### config.mk
export PLATFORM = sky130hd
export DESIGN_NAME = writeback_arbiter
export DESIGN_NICKNAME = d
export VERILOG_FILES = /design/src/rtl/writeback_arbiter.sv
export SDC_FILE = /design/constraint.sdc
export NUM_CORES = 1
export LEC_CHECK = 0
export CORE_UTILIZATION = 50
export DETAILED_ROUTE_END_ITERATION = 8
export GPL_TIMING_DRIVEN = 0
export PLACE_DENSITY = 0.71
export SLEW_MARGIN = 20
export SYNTH_ARGS = -nofsm -noshare
export SYNTH_HDL_FRONTEND = slang
export SYNTH_SLANG_ARGS = --single-unit
### constraint.sdc
create_clock -name clk -period 7.1 [get_ports clk]
set_input_delay 1.42 -clock clk [delete_from_list [all_inputs] [get_ports clk]]
set_output_delay 1.42 -clock clk [all_outputs]
set_load 0.01 [all_outputs]
### src/rtl/writeback_arbiter.sv
// Writeback arbiter: four producer FIFOs feed three registered broadcast buses,
// granting up to three distinct non-empty queues per cycle from a rotating pointer.
module writeback_arbiter #(
  parameter int FIFO_DEPTH = 4
) (
  input  logic        clk,
  input  logic        rst,
  input  logic        hci_rdy,
  input  logic        src0_en,
  input  logic [4:0]  src0_vregid,
  input  logic [31:0] src0_val,
  output logic        src0_full,
  input  logic        src1_en,
  input  logic [4:0]  src1_vregid,
  input  logic [31:0] src1_val,
  output logic        src1_full,
  input  logic        src2_en,
  input  logic [4:0]  src2_vregid,
  input  logic [31:0] src2_val,
  output logic        src2_full,
  input  logic        src3_en,
  input  logic [4:0]  src3_vregid,
  input  logic [31:0] src3_val,
  output logic        src3_full,
  output logic        writeback1_en,
  output logic [4:0]  writeback1_vregid,
  output logic [31:0] writeback1_val,
  output logic        writeback2_en,
  output logic [4:0]  writeback2_vregid,
  output logic [31:0] writeback2_val,
  output logic        writeback3_en,
  output logic [4:0]  writeback3_vregid,
  output logic [31:0] writeback3_val
);
  localparam int AW = $clog2(FIFO_DEPTH);
  localparam int CW = AW + 1;
  localparam int DW = 37;

  logic [3:0]    w_push;
  logic [DW-1:0] w_push_data [4];
  logic [3:0]    w_nonempty;
  logic [DW-1:0] w_head [4];
  logic [3:0]    w_full;
  logic [3:0]    w_pop;
  logic [2:0]    w_bus_used;
  logic [1:0]    w_bus_src [3];
  logic [1:0]    w_last;
  logic [1:0]    r_rr;
  logic [2:0]    r_wb_en;
  logic [DW-1:0] r_wb_data [3];

  assign w_push         = {src3_en, src2_en, src1_en, src0_en};
  assign w_push_data[0] = {src0_vregid, src0_val};
  assign w_push_data[1] = {src1_vregid, src1_val};
  assign w_push_data[2] = {src2_vregid, src2_val};
  assign w_push_data[3] = {src3_vregid, src3_val};

  genvar gi;
  generate
    for (gi = 0; gi < 4; gi++) begin : g_fifo
      logic [DW-1:0] r_mem [FIFO_DEPTH];
      logic [AW-1:0] r_head;
      logic [AW-1:0] r_tail;
      logic [CW-1:0] r_count;
      logic          r_full;
      logic          w_accept;
      logic [CW-1:0] w_count_next;

      // A full queue still accepts when it is popped in the same cycle.
      assign w_accept     = w_push[gi] && ((r_count < CW'(FIFO_DEPTH)) || w_pop[gi]);
      assign w_count_next = r_count + CW'(w_accept) - CW'(w_pop[gi]);

      always_ff @(posedge clk) begin
        if (rst) begin
          r_head  <= '0;
          r_tail  <= '0;
          r_count <= '0;
          r_full  <= 1'b0;
        end else if (hci_rdy) begin
          if (w_accept) r_tail <= r_tail + AW'(1);
          if (w_pop[gi]) r_head <= r_head + AW'(1);
          r_count <= w_count_next;
          r_full  <= (w_count_next >= CW'(FIFO_DEPTH - 1));
        end
      end

      always_ff @(posedge clk) begin
        if (!rst && hci_rdy && w_accept) r_mem[r_tail] <= w_push_data[gi];
      end

      assign w_nonempty[gi] = (r_count != '0);
      assign w_head[gi]     = r_mem[r_head];
      assign w_full[gi]     = r_full;

      a_no_overflow: assert property (@(posedge clk) disable iff (rst)
        !(hci_rdy && w_push[gi] && !w_accept));
    end
  endgenerate

  always_comb begin
    logic [1:0] v_cnt;
    logic [1:0] v_idx;
    w_pop      = '0;
    w_bus_used = '0;
    w_bus_src  = '{default: 2'd0};
    w_last     = r_rr;
    v_cnt      = 2'd0;
    v_idx      = 2'd0;
    for (int j = 0; j < 4; j++) begin
      v_idx = r_rr + 2'(j);
      if (w_nonempty[v_idx] && (v_cnt < 2'd3)) begin
        w_bus_src[v_cnt]  = v_idx;
        w_bus_used[v_cnt] = 1'b1;
        w_pop[v_idx]      = 1'b1;
        w_last            = v_idx;
        v_cnt             = v_cnt + 2'd1;
      end
    end
  end

  always_ff @(posedge clk) begin
    if (rst) begin
      r_rr <= 2'd0;
    end else if (hci_rdy && (w_bus_used != '0)) begin
      r_rr <= w_last + 2'd1;
    end
  end

  generate
    for (gi = 0; gi < 3; gi++) begin : g_bus
      always_ff @(posedge clk) begin
        if (rst) begin
          r_wb_en[gi] <= 1'b0;
        end else if (hci_rdy) begin
          r_wb_en[gi]   <= w_bus_used[gi];
          r_wb_data[gi] <= w_head[w_bus_src[gi]];
        end
      end
    end
  endgenerate

  assign src0_full = w_full[0];
  assign src1_full = w_full[1];
  assign src2_full = w_full[2];
  assign src3_full = w_full[3];

  assign writeback1_en = r_wb_en[0];
  assign writeback2_en = r_wb_en[1];
  assign writeback3_en = r_wb_en[2];
  assign {writeback1_vregid, writeback1_val} = r_wb_data[0];
  assign {writeback2_vregid, writeback2_val} = r_wb_data[1];
  assign {writeback3_vregid, writeback3_val} = r_wb_data[2];
endmodule
==> metrics <==
crit-path leading delay family adder cells; Final Wtd Congestion ~0.9; initial antenna violation count 16; Critical Path Stages 22; largest net degree at the start of global routing between 70 and 80; IO Port Bufs 270; final wirelength 83.2 mm; core outline area between 60000 and 70000 sq um; Die Span X ~250 um; PwrDens approximately 530 nW/um^2; CTS max path bufs 3; Slew Viols, Final 0; Synth cell types 60; post-synthesis sequential area ratio 70.7%; sinks on the clock net about 750; Post-synth EDFFs between 700 and 800; vias in the first global route 17500; Congestion Overflow GR 0; r2r worst-path depth 22; Ports approximately 270; gr usage total 26.5%; Routed WL per cell 28.3 um; Worst Max-Slew Pin Slew between 0.9 and 1 ns; Die Y-Extent between 200 and 300 um; # H-tree levels 3; Setup WS pre-CTS -0.762 ns; Setup CP Type reg -> reg; reg2reg setup slack 0.58 ns; Fmax roughly 150 MHz; DRT iter0 DRCs 2129; Skew-Pair Late Insertion Delay roughly 0.62 ns; Period minus WS final 6.52 ns; CP cell instances inv_1 > clkbuf_2 > ha_2 > clkinv_2 > o211ai_1 > nand2_1 > inv_1 > fa_1 > buf_1 > nand2b_1 > or4_1 > and3_1 > and3_1 > or2_2 > ha_1 > inv_1 > ha_1 > fa_1 > xnor2_1 > xnor2_1 > a21oi_1 > a211oi_1; post-synthesis cell count 1660; Pleak ~0.013 uW; Remaining DRCs 0; CTS tree yes; final net count 2226; row count 91; final instance area about 38000 sq um; hpwl dp around 60 mm; Post-synth ARST share 0%; post-DR vias/cell 6.01; Min-Delay Path Class reg -> reg; placed inst area 35300 sq um; Worst Setup End Kind flop; First-pass DRT Iterations 5; layout cells sized above 1 roughly a fifth; area growth from synthesis to layout 22.2%; netlist area before placement 31100 sq um; Final Skew roughly 0.023 ns; worst r2r src r_rr[0]$_SDFFE_PP0P_; Main synth FF type edfxtp_1; most used cell, CP inv_1; final worst-path setup slack between 0.5 and 0.6 ns; CP Data Required Time ~7.6 ns; critical path fanouts, max 14; CP max stage delay ~0.57 ns; antenna viol nets, final 0; endpoints failing hold 0; DIE AREA ~63000 sq um; syn_area_per_cell between 15 and 20 sq um; fin crit share between 90% and 100%; WP buf/inv 6; slowest cell on the critical path ha_2; first-pass GRT wire length about 120 mm; # hold bufs at CTS 0; Setup crit start r_rr[0]$_SDFFE_PP0P_; Yosys reg bits ~750; Yosys Warn Count 0; Slew headroom 36.8%; RSZ-0062 raised after global routing no; Hold Path Origin writeback2_en$_SDFFE_PP0P_; final setup fails 0; Startpoint Class flop; WP data arrival between 7 and 8 ns; Num CTS Buffers 78; syn nets around 1900; clock-pin slew on the worst setup and hold paths approximately 0.060 ns; Starting Density about half; cell depth of the worst hold path 2; vias 17600; Clock Tree Root clkbuf_16; max-capacitance violation count 0; outcome finished clean; peak supply drop roughly 0.00044 V
-- report_power, final --
group	total [uW]	switching, uW	leakage [uW]	internal (uW)
registers	6100	331	0.00676	5770
clock network	4270	1690	0.00132	2580
logic	9710	5420	0.00454	4290
total	20100	7440	0.0126	12600
-- flip-flops by register name, summed over array words and instances (netlist names), named ones only --
name,count
g_fifo.r_mem,592
src3_full,1
writeback3_en,1
g_fifo.r_count,12
writeback1_en,1
g_fifo.r_tail,8
g_fifo.r_head,8
r_rr,2
r_wb_data,111
src1_full,1
writeback2_en,1
src0_full,1
src2_full,1
-- stage by stage --
step	instances	hold WS (ns)	total power, uW	setup TNS (ns)	utilization (%)
finish	2938	0.484	20100	0	61.8
global route	2931	0.497	20800	0	61.8
CTS	2928	0.486	20000	0	61.7
detailed placement	2784	0.479	15700	-68.95	57.3
global placement	2767	0.477	15600	-549.08	56.7
floorplan	1660	0.485	12400	0	-
-- worst paths after layout --
| path | endpoint |
|---|---|
| worst max-delay path | src0_full$_SDFFE_PP0P_ |
| worst min-delay path | writeback2_en$_SDFFE_PP0P_ |
| worst max register to register | src0_full$_SDFFE_PP0P_ |
| worst min register to register | writeback2_en$_SDFFE_PP0P_ |
-- worst register-to-register path: stages (launching register included) --
cell and delay, ns:
dfxtp_2 0.49, inv_1 0.19, clkbuf_2 0.31, ha_2 0.57
clkinv_2 0.24, o211ai_1 0.34, nand2_1 0.29, inv_1 0.23
fa_1 0.44, buf_1 0.24, nand2b_1 0.21, or4_1 0.42
and3_1 0.28, and3_1 0.30, or2_2 0.33, ha_1 0.28
inv_1 0.04, ha_1 0.18, fa_1 0.38, xnor2_1 0.24
xnor2_1 0.15, a21oi_1 0.06, a211oi_1 0.22
-- cells in the final DEF (no fill, tap or decap), types with 12 or more instances in the layout --
cell / netlist / routed
a211oi_1: 43 / 43
a21oi_1: 17 / 17
a31oi_1: 38 / 38
and2_1: 54 / 38
and2_2: 0 / 16
buf_12: 0 / 12
buf_2: 12 / 12
bufinv_16: 0 / 14
clkbuf_1: 62 / 71
clkbuf_16: 0 / 79
clkdlybuf4s50_1: 0 / 270
clkinv_2: 1 / 17
dfxtp_1: 45 / 44
edfxtp_1: 703 / 703
ha_1: 37 / 36
inv_1: 34 / 33
mux2i_1: 124 / 124
mux4_2: 187 / 187
nand2_1: 88 / 88
nor2_1: 45 / 45
o21ai_0: 18 / 18
xnor2_1: 13 / 13
-- routing by layer --
| layer | vias up | routed length (um) | global-route usage (%) |
|---|---|---|---|
| met2 | 790 | 38200 | 39.4 |
| met1 | 9210 | 35200 | 39.2 |
| li1 | 7499 | - | - |
| met4 | 24 | 1950 | 7.91 |
| met5 | - | 147 | 0 |
| met3 | 124 | 7750 | 6.05 |
-- cell type report --
cell class / count / area, sq um
tap: 837 / 1050
buffer: 93 / 444
clock inverter: 50 / 642
multi-input combinational: 782 / 8590
fill: 4377 / 23500
antenna: 10 / 25.0
inverter: 36 / 143
sequential: 748 / 22000
clock buffer: 92 / 2050
timing repair buffer: 290 / 3100
-- logic make-up after synthesis --
kind of cell	synth area share [%]
muxes	17.5
DFF	70.7
adders and majority gates	1.81
AOI/OAI and AO/OA	3.61
xor gates and xnor gates	0.619
buffers and inverters	1.87
and+or+nand+nor	3.88
-- synthesized netlist by cell type, drive strengths merged (6+ instances only) --
library cell / instances / area (sq um)
edfxtp: 703 / 21100
mux4: 187 / 4210
mux2i: 125 / 1250
nand2: 88 / 330
clkbuf: 62 / 233
and2: 55 / 347
dfxtp: 45 / 901
nor2: 45 / 169
a211oi: 43 / 323
a31oi: 38 / 238
ha: 37 / 463
inv: 34 / 128
buf: 32 / 214
o21ai: 19 / 98.9
a21oi: 17 / 85.1
xnor2: 13 / 114
or3: 9 / 61.3
xor2: 9 / 78.8
nor3: 8 / 40.0
nand3: 7 / 35.0
nand4: 7 / 43.8
and3: 6 / 42.5
o2111ai: 6 / 52.6
o211ai: 6 / 45.0
o31ai: 6 / 45.0
-- repair_timing --
action / CTS / global route
endpoints found under the setup margin: 388 / 8
setup buffers: 3 / 0
cloned: 0 / 0
pin swaps: 2 / 0
gates resized for setup: 2 / 5
Power figures use the tool's default switching activity.
